## src/rtl/timer_pkg.sv

```systemverilog
// Shared constants for the memory-mapped timer peripheral.
package timer_pkg;

  // Register offsets from the peripheral base address
  localparam logic [31:0] ADDR_TH      = 32'h0000_0000;
  localparam logic [31:0] ADDR_TL      = 32'h0000_0004;
  localparam logic [31:0] ADDR_TCON    = 32'h0000_0008;
  localparam logic [31:0] ADDR_LED     = 32'h0000_000C;
  localparam logic [31:0] ADDR_SW      = 32'h0000_0010;
  localparam logic [31:0] ADDR_SYSTICK = 32'h0000_0014;

  // TCON bit positions
  localparam int TCON_TEN = 0;
  localparam int TCON_TIE = 1;
  localparam int TCON_TIF = 2;

  // Reset values
  localparam logic [31:0] TH_RST      = 32'h0000_0000;
  localparam logic [31:0] TL_RST      = 32'h0000_0000;
  localparam logic [2:0]  TCON_RST    = 3'b000;
  localparam logic [31:0] SYSTICK_RST = 32'h0000_0000;

endpackage

```

## src/rtl/timer_core.sv

```systemverilog
// Reloading 32-bit up-counter with sticky interrupt flag and level IRQ.
module timer_core
  import timer_pkg::*;
(
  input  logic        clk,
  input  logic        reset,
  input  logic        th_we_i,
  input  logic        tl_we_i,
  input  logic        tcon_we_i,
  input  logic [31:0] wdata_i,
  output logic [31:0] th_o,
  output logic [31:0] tl_o,
  output logic [2:0]  tcon_o,
  output logic        irq_o
);

  logic [31:0] th_q, th_d;
  logic [31:0] tl_q, tl_d;
  logic [2:0]  tcon_q, tcon_d;
  logic        ovf;

  // Next-state: CPU writes to TL beat the reload, but a hardware TIF set beats a CPU clear
  always_comb begin
    ovf    = tcon_q[TCON_TEN] && (tl_q == 32'hFFFF_FFFF);
    th_d   = th_we_i ? wdata_i : th_q;
    tl_d   = tl_q;
    if (tl_we_i)
      tl_d = wdata_i;
    else if (tcon_q[TCON_TEN])
      tl_d = ovf ? th_q : tl_q + 32'd1;
    tcon_d = tcon_we_i ? wdata_i[2:0] : tcon_q;
    if (ovf && tcon_q[TCON_TIE])
      tcon_d[TCON_TIF] = 1'b1;
  end

  // Register update with synchronous reset
  always_ff @(posedge clk) begin
    if (reset) begin
      th_q   <= TH_RST;
      tl_q   <= TL_RST;
      tcon_q <= TCON_RST;
    end else begin
      th_q   <= th_d;
      tl_q   <= tl_d;
      tcon_q <= tcon_d;
    end
  end

  assign th_o   = th_q;
  assign tl_o   = tl_q;
  assign tcon_o = tcon_q;
  // Driven purely from flops, so no path from the bus into the IRQ line
  assign irq_o  = tcon_q[TCON_TIF] & tcon_q[TCON_TIE];

endmodule

```

## src/rtl/timer_peripheral.sv

```systemverilog
// I/O-space peripheral: address decode, read mux, LED, switch sync, systick.
module timer_peripheral
  import timer_pkg::*;
#(
  parameter logic [31:0] TIMER_BASE = 32'h4000_0000,
  parameter int          LED_W      = 8,
  parameter int          SW_W       = 8
) (
  input  logic             clk,
  input  logic             reset,
  input  logic [31:0]      Addr,
  input  logic [31:0]      WriteData,
  input  logic             MemRead,
  input  logic             MemWrite,
  input  logic [SW_W-1:0]  switch,
  output logic [31:0]      ReadData,
  output logic [LED_W-1:0] led,
  output logic             IRQ
);

  localparam logic [31:0] A_TH      = TIMER_BASE + ADDR_TH;
  localparam logic [31:0] A_TL      = TIMER_BASE + ADDR_TL;
  localparam logic [31:0] A_TCON    = TIMER_BASE + ADDR_TCON;
  localparam logic [31:0] A_LED     = TIMER_BASE + ADDR_LED;
  localparam logic [31:0] A_SW      = TIMER_BASE + ADDR_SW;
  localparam logic [31:0] A_SYSTICK = TIMER_BASE + ADDR_SYSTICK;

  logic [LED_W-1:0] led_q, led_d;
  logic [SW_W-1:0]  sw_meta_q, sw_sync_q;
  logic [31:0]      systick_q;
  logic [31:0]      th, tl;
  logic [2:0]       tcon;
  logic             th_we, tl_we, tcon_we;

  assign th_we   = MemWrite && (Addr == A_TH);
  assign tl_we   = MemWrite && (Addr == A_TL);
  assign tcon_we = MemWrite && (Addr == A_TCON);
  assign led_d   = (MemWrite && (Addr == A_LED)) ? WriteData[LED_W-1:0] : led_q;

  timer_core u_core (
    .clk       (clk),
    .reset     (reset),
    .th_we_i   (th_we),
    .tl_we_i   (tl_we),
    .tcon_we_i (tcon_we),
    .wdata_i   (WriteData),
    .th_o      (th),
    .tl_o      (tl),
    .tcon_o    (tcon),
    .irq_o     (IRQ)
  );

  // LED register, switch synchroniser and free-running systick
  always_ff @(posedge clk) begin
    if (reset) begin
      led_q     <= '0;
      sw_meta_q <= '0;
      sw_sync_q <= '0;
      systick_q <= SYSTICK_RST;
    end else begin
      led_q     <= led_d;
      sw_meta_q <= switch;
      sw_sync_q <= sw_meta_q;
      systick_q <= systick_q + 32'd1;
    end
  end

  // Zero-latency read mux; returns pre-write values when a store happens in the same cycle
  always_comb begin
    ReadData = 32'h0;
    if (MemRead) begin
      case (Addr)
        A_TH:      ReadData = th;
        A_TL:      ReadData = tl;
        A_TCON:    ReadData = {29'h0, tcon};
        A_LED:     ReadData = 32'(led_q);
        A_SW:      ReadData = 32'(sw_sync_q);
        A_SYSTICK: ReadData = systick_q;
        default:   ReadData = 32'h0;
      endcase
    end
  end

  assign led = led_q;

endmodule

```

## config.mk

```make
export PLATFORM = sky130hd
export DESIGN_NAME = timer_peripheral
export DESIGN_NICKNAME = d
export VERILOG_FILES = /design/src/rtl/timer_pkg.sv /design/src/rtl/timer_core.sv /design/src/rtl/timer_peripheral.sv
export SDC_FILE = /design/constraint.sdc
export NUM_CORES = 1
export LEC_CHECK = 0
export CAP_MARGIN = 25
export CORE_MARGIN = 4
export CORE_UTILIZATION = 48
export CTS_CLUSTER_DIAMETER = 50
export DETAILED_ROUTE_END_ITERATION = 10
export HOLD_SLACK_MARGIN = 0.1
export PLACE_DENSITY_LB_ADDON = 0.08
export SLEW_MARGIN = 20
export SYNTH_ARGS = -nofsm -noshare
export SYNTH_HDL_FRONTEND = slang
export SYNTH_SLANG_ARGS = --single-unit
```

## constraint.sdc

```tcl
create_clock -name clk -period 3.8 [get_ports clk]
set_clock_uncertainty 0.15 [all_clocks]
set_input_delay 0.95 -clock clk [delete_from_list [all_inputs] [get_ports clk]]
set_output_delay 0.95 -clock clk [all_outputs]
set_load 0.05 [all_outputs]
```

==> results.sh <==
export IMPL_final_period_minus_worst_setup_slack_ps=3840
export IMPL_core_mm2=0.0135
export IMPL_fmax_mhz=261
export IMPL_clock_tree_buffer_depth=2
export IMPL_h_tree_depth=4
export IMPL_chipWidth_um=126
export IMPL_synth_edf_count=0
export IMPL_dp_worst_setup_slack_ps=-425
export IMPL_drt_wirelength_per_cell_um=20.0
export IMPL_vdd_drop_max_uv=342
export IMPL_floorplan_die_area_mm2=0.0159
export IMPL_die_h_um=126
export IMPL_switching_share=0.233
export IMPL_synth_top_cell_by_area="sky130_fd_sc_hd__dfxtp_1"
export IMPL_detailed_place_area_mm2=0.00876
export IMPL_endpoint_kind="primary output"
export IMPL_portion_of_the_post_synthesis_area_used_by_sequential_elements=0.368
export IMPL_global_route_wire_length_before_repair_um=37100
export IMPL_yosys_cell_count_top_type="sky130_fd_sc_hd__dfxtp_1"
export IMPL_via_to_cell_ratio=6.09
export IMPL_synth_cell_types=60
export IMPL_antenna_found_initial=0
export IMPL_globalRouteTotalUtil=0.289
export IMPL_drc=0
export IMPL_path_max_fanout=8
export IMPL_design_area_mm2=0.00975
export IMPL_grt_setup_unrepaired="yes"
export IMPL_status="finished, violations left"
export IMPL_power_share_clock=0.536
export IMPL_hold_viol=0
export IMPL_ctsRootBufferMaster="sky130_fd_sc_hd__clkbuf_16"
export IMPL_finalNonFillerCells=1148
export IMPL_critical_path_required_ps=2700
export IMPL_critPathSlowestCell="sky130_fd_sc_hd__nor4_4"
export IMPL_grt_max_degree=72
export IMPL_drtIter0Drc=846
export IMPL_synth_top_flop_cell="sky130_fd_sc_hd__dfxtp_1"
export IMPL_pwr_share_comb=0.045
export IMPL_drt_pass1_iter_count=6
export IMPL_vias=6990
export IMPL_crit_path_cell_trace="buf_6 -> nor4_4 -> nand4_1 -> buf_4 -> nor3_4 -> buf_6 -> buf_8 -> a22o_1 -> a222oi_1 -> nor2b_2 -> buf_12"
export IMPL_max_slew_worst_pin_slew_ps=820
export IMPL_dpl_hpwl_um=14900
export IMPL_internal_power_mw=2.40
export IMPL_cell_repeated_most_along_the_worst_path="sky130_fd_sc_hd__buf_6"
export IMPL_synth_fp_nets=913
export IMPL_flow_area_growth_from_synthesis_pct=45.6
export IMPL_syn_instance_count=835
export IMPL_drv_cap=0
export IMPL_crit_path_start_kind="input port"
export IMPL_place_gp_congestion=0.888
export IMPL_switching_power_mw=0.727
export IMPL_drt_wl_total_um=22900
export IMPL_cp_arrival_ps=2740
export IMPL_first_global_vias=7163
export IMPL_drt_antenna_violating_nets=0
export IMPL_failed_checks="setup timing"
export IMPL_power_density_mw_per_mm2=320
export IMPL_share_of_the_core_filled_with_cells_in_the_final_layout=0.725
export IMPL_clkTransAtPathRegs_ps=60
export IMPL_ys_top_cells_by_count="sky130_fd_sc_hd__dfxtp_1 (123), sky130_fd_sc_hd__nand2_1 (115), sky130_fd_sc_hd__nor2_1 (99), sky130_fd_sc_hd__a21oi_1 (67), sky130_fd_sc_hd__clkbuf_1 (45)"
export IMPL_floorplan_initialDensity=0.498
export IMPL_timing_max_slew_rel_slack=0.454
export IMPL_cellLeakagePower_nw=3.36
export IMPL_final_setup_viol_count=1
export IMPL_sink_count_of_the_clock_tree=123
export IMPL_netlist_top_cells_area="sky130_fd_sc_hd__dfxtp_1 (37%), sky130_fd_sc_hd__nand2_1 (6.4%), sky130_fd_sc_hd__nor2_1 (5.6%)"
export IMPL_timing_reg2reg_setup_slack_ps=610
export IMPL_placement_io_buffers=116
export IMPL_clkLatencyLatePin_ps=430
export IMPL_dp_cells=1105
export IMPL_synth_warning_count=0
export IMPL_postSynthRegisterBits=123
export IMPL_num_nets_final=1037
export IMPL_mappedNetlistArea_mm2=0.00669
export IMPL_final_min_period_over_clock_period=1.01
export IMPL_setup_ws_ps=-37.4
export IMPL_core_rowCount=42
export IMPL_min_delay_path_class="flip-flop to flip-flop"
export IMPL_io_pins=117
export IMPL_final_layout_size_suffix_gt1_frac=0.251
export IMPL_cts_inserted_buffers=17
export IMPL_synth_largest_type_area_fraction=0.368
export IMPL_critPathMaxStageDelay_ps=250
export IMPL_layout_fillers=1008
export IMPL_synthesis_area_per_instance_um2=8.02
export IMPL_post_cts_hold_buffer_count=0
export IMPL_postSynth_asyncResetShare=0
export IMPL_timing_worst_setup_path_type="input port to primary output"
export IMPL_tritoncts="done"
export IMPL_antenna_cells_inserted=0
export IMPL_timing_max_transition_violations_final=0
export IMPL_gr_total_overflow=0
export IMPL_sequential_fraction_of_design_power=0.419
## flip-flops by register name, summed over array words and instances (netlist names)
| register | count |
|---|---|
| sw_sync_q | 8 |
| systick_q | 32 |
| u_core.tl_o | 32 |
| sw_meta_q | 8 |
| u_core.tcon_o | 3 |
| led | 8 |
| u_core.th_o | 32 |
## layout by cell type (no fill, tap or decap), types with 17 or more instances in the layout
cell type                         instances
sky130_fd_sc_hd__dfxtp_1                123
sky130_fd_sc_hd__nand2_1                113
sky130_fd_sc_hd__nor2_1                  71
sky130_fd_sc_hd__a21oi_1                 64
sky130_fd_sc_hd__clkdlybuf4s50_1         51
sky130_fd_sc_hd__buf_12                  39
sky130_fd_sc_hd__nand3_1                 33
sky130_fd_sc_hd__buf_4                   32
sky130_fd_sc_hd__xor2_1                  30
sky130_fd_sc_hd__a22o_1                  30
sky130_fd_sc_hd__a22oi_2                 26
sky130_fd_sc_hd__nor2_4                  26
sky130_fd_sc_hd__nor2b_1                 21
sky130_fd_sc_hd__xnor2_1                 18
sky130_fd_sc_hd__clkbuf_16               17
## worst max-delay path: cells and delay by family
kind / cells / cell delay [ps]
AND/OR/NAND/NOR: 4 / 800
buffers and inverters: 5 / 780
AO/OA/AOI/OAI: 2 / 210
## metrics by stage
| step | hold WS (ps) | setup TNS [ps] | total power, mW |
|---|---|---|---|
| 6_report | 287 | -37.4 | 3.12 |
| 5_1_grt | 308 | -2320 | 3.20 |
| 4_1_cts | 293 | -10.7 | 3.12 |
| 3_5_place_dp | 278 | -12600 | 1.47 |
| 3_3_place_gp | 277 | -10950 | 1.47 |
| 2_1_floorplan | 264 | 0 | 1.37 |
## power by group through the flow
stage	sequential, mW	clock [mW]	combinational, mW
final	1.31	1.67	0.142
after global routing	1.31	1.74	0.152
after CTS	1.31	1.68	0.139
after detailed placement	1.34	0	0.140
after global placement	1.33	0	0.137
after floorplan	1.33	0	0.0372
## repair_timing
action                                  4_1_cts  5_1_grt
buffers inserted                              8        2
endpoints found under the setup margin       32       32
hold endpoints to repair                      0        0
resized for setup                           130       34
pin swaps                                    38       42
gates cloned                                  5        0
## final timing paths
path,from,end,cells after the start
worst max-delay path,Addr[20],ReadData[1],11
worst max register to register,u_core.tl_o[0]$_SDFFE_PP0P_,u_core.tl_o[1]$_SDFFE_PP0P_,7
worst min-delay path,sw_meta_q[7]$_SDFF_PP0_,sw_sync_q[7]$_SDFF_PP0_,1
worst min register to register,sw_meta_q[7]$_SDFF_PP0_,sw_sync_q[7]$_SDFF_PP0_,1
## per-layer routing
metal,routed length (µm),vias up,part of all wire,global-route usage
met1,9240,3348,0.40,0.355
li1,-,3251,-,-
met4,654,0,0.029,0.136
met2,11300,331,0.49,0.483
met5,0,-,0,0
met3,1740,60,0.076,0.0614
## cells by family (layout without fill, tap and decap cells)
| kind of cell | count (synthesis) | count (layout) | synth area share |
|---|---|---|---|
| compound gates | 206 | 206 | 0.215 |
| xor+xnor | 48 | 48 | 0.0628 |
| fa+ha+maj | 2 | 2 | 0.00374 |
| buf+inv | 71 | 208 | 0.0490 |
| flops | 123 | 123 | 0.368 |
| mux | 24 | 24 | 0.0378 |
| simple gates | 361 | 361 | 0.264 |
## layout make-up
type	count	area [µm²]	share of cell area
clock buffers	19	453	0.0465
flip-flops and latches	123	2460	0.253
inverters	10	37.5	0.00385
clock inverters	13	154	0.0158
repair buffers	166	1990	0.204
multi-input cells	641	4440	0.455
well taps	176	220	0.0226
Power figures use the tool's default switching activity.
==> edit: new RTL, same settings <==
Reset style: asynchronous (`reset`), changed in 2 clocked blocks. Comments in the files are not updated.
--- a/src/rtl/timer_core.sv
+++ b/src/rtl/timer_core.sv
@@ -36,3 +36,3 @@
   // Register update with synchronous reset
-  always_ff @(posedge clk) begin
+  always_ff @(posedge clk or posedge reset) begin
     if (reset) begin
--- a/src/rtl/timer_peripheral.sv
+++ b/src/rtl/timer_peripheral.sv
@@ -53,3 +53,3 @@
   // LED register, switch synchroniser and free-running systick
-  always_ff @(posedge clk) begin
+  always_ff @(posedge clk or posedge reset) begin
     if (reset) begin
Behaviour: differs if reset is asserted again (counterexample within 4 cycles, from zero or initial values and one cycle with reset high); with reset held inactive, the same outputs for 4 cycles.
==> edit against the original RTL <==
  * The flow still finishes with violations (setup timing)
  * Power up 3.0%
  * Sequential cell count did not move
  * Utilization down 0.42 points
  * Non-clock buffer count increased by 22
  * Via count shrank 7.7%
  * Sequential share of layout area rose by 5.3 points
  * Combinational power increased by 44%
  * Setup slack worse by 0.11 ns
  * Design area increased by 3.4%
  * Synthesized area rose by 3.1%
  * Routed wire length down 1.7%
  * Largest cell class unchanged
==> edit: results (changes against the original RTL) <==
* Fill count at 1,010 (+0.20%)
* Met1 Use GR at 0.349 (-0.00544)
* Area post-placement at 8740 sq um (-0.31%)
* Endpoints failing setup at 23 (+22)
* Placement Setup Slack at -0.375 ns (+0.0495 ns)
* Max-slew headroom at 0.510 (+0.0566)
* Metal2 WL at 11,000 um (-2.7%)
* Post-synth ARST share at 1.00 (+1.00)
* Layout Nets at 944 (-9.0%)
* Hold Crit Endpoint: sw_sync_q[1]
* Top cells by area, synth: dfrtp_1 45%, mux2_2 10%, nor2_1 3.9%, xnor2_1 3.8%, nand2_1 3.4%
* Layout cells sized above 1 at 0.324 (+0.0732)
* Hold Startpoint: sw_meta_q[1]
* Met2 Usage GRT at 0.454 (-0.0288)
* Area of the multi-input gates at 3910 sq um (-12%)
* Largest stage delay, worst path at 0.30 ns (+0.05 ns)
* Buffer share of cell area at 0.219 (+0.0157)
* Post-layout util at 0.720 (-0.00422)
* Synth Instances at 699 (-16%)
* TNS Setup at -1.70 ns (-1.66 ns)
* First-pass GRT wire length at 34,700 um (-6.5%)
* CP Launch Point: Addr[24]
* Violations in the final reports: setup timing
* Iter 0 DRT Violations at 650 (-23%)
* Status: finished, violations left
* DP HPWL at 13,900 um (-6.7%)
* Placer Congestion at 0.919 (+3.5%)
* Top cell type's share of synthesized area at 0.446 (+0.0780)
* Post-Place Cells at 984 (-11%)
* Tap Count at 180 (+2.3%)
* Met3 usage at 0.0742 (+0.0128)
* Leak pwr at 4.23 nW (+26%)
* Final WS setup at -0.148 ns (-0.111 ns)
* Final clock-cell share at 0.0608 (-0.00141)
* Prevailing post-synth register cell: dfrtp_1
* Hold path cells at 0 (-1)
* Detail Route met3 WL at 1810 um (+4.0%)
[edit: kinds of logic (layout without fill, tap and decap cells)]
kind of cell | Yosys count | after routing | synth area share
multiplexers | 82 | 82 | 0.135
flip-flops | 123 | 123 | 0.446
adder cells (fa/ha/maj) | 2 | 2 | 0.00362
AO/OA/AOI/OAI | 128 | 128 | 0.119
XOR/XNOR | 47 | 47 | 0.0596
buffers and inverters | 50 | 230 | 0.0323
AND/OR/NAND/NOR | 267 | 267 | 0.204
[edit: report_power, final]
group | switching (mW) | internal, mW | total (mW)
Combinational | 0.0987 | 0.106 | 0.205
Sequential | 0.00246 | 1.32 | 1.32
Clock | 0.643 | 1.05 | 1.69
[edit: critical path, delay by kind of cell]
family,cells,cell delay (ns)
simple gates,5,1.07
buf+inv,5,0.70
compound gates,1,0.10
[edit: timing repair]
| item | CTS | global route |
|---|---|---|
| gates cloned | 4 | 4 |
| buffers inserted | 35 | 9 |
| gates resized for setup | 120 | 70 |
| pin swaps | 16 | 26 |
| endpoints found under the setup margin | 32 | 68 |
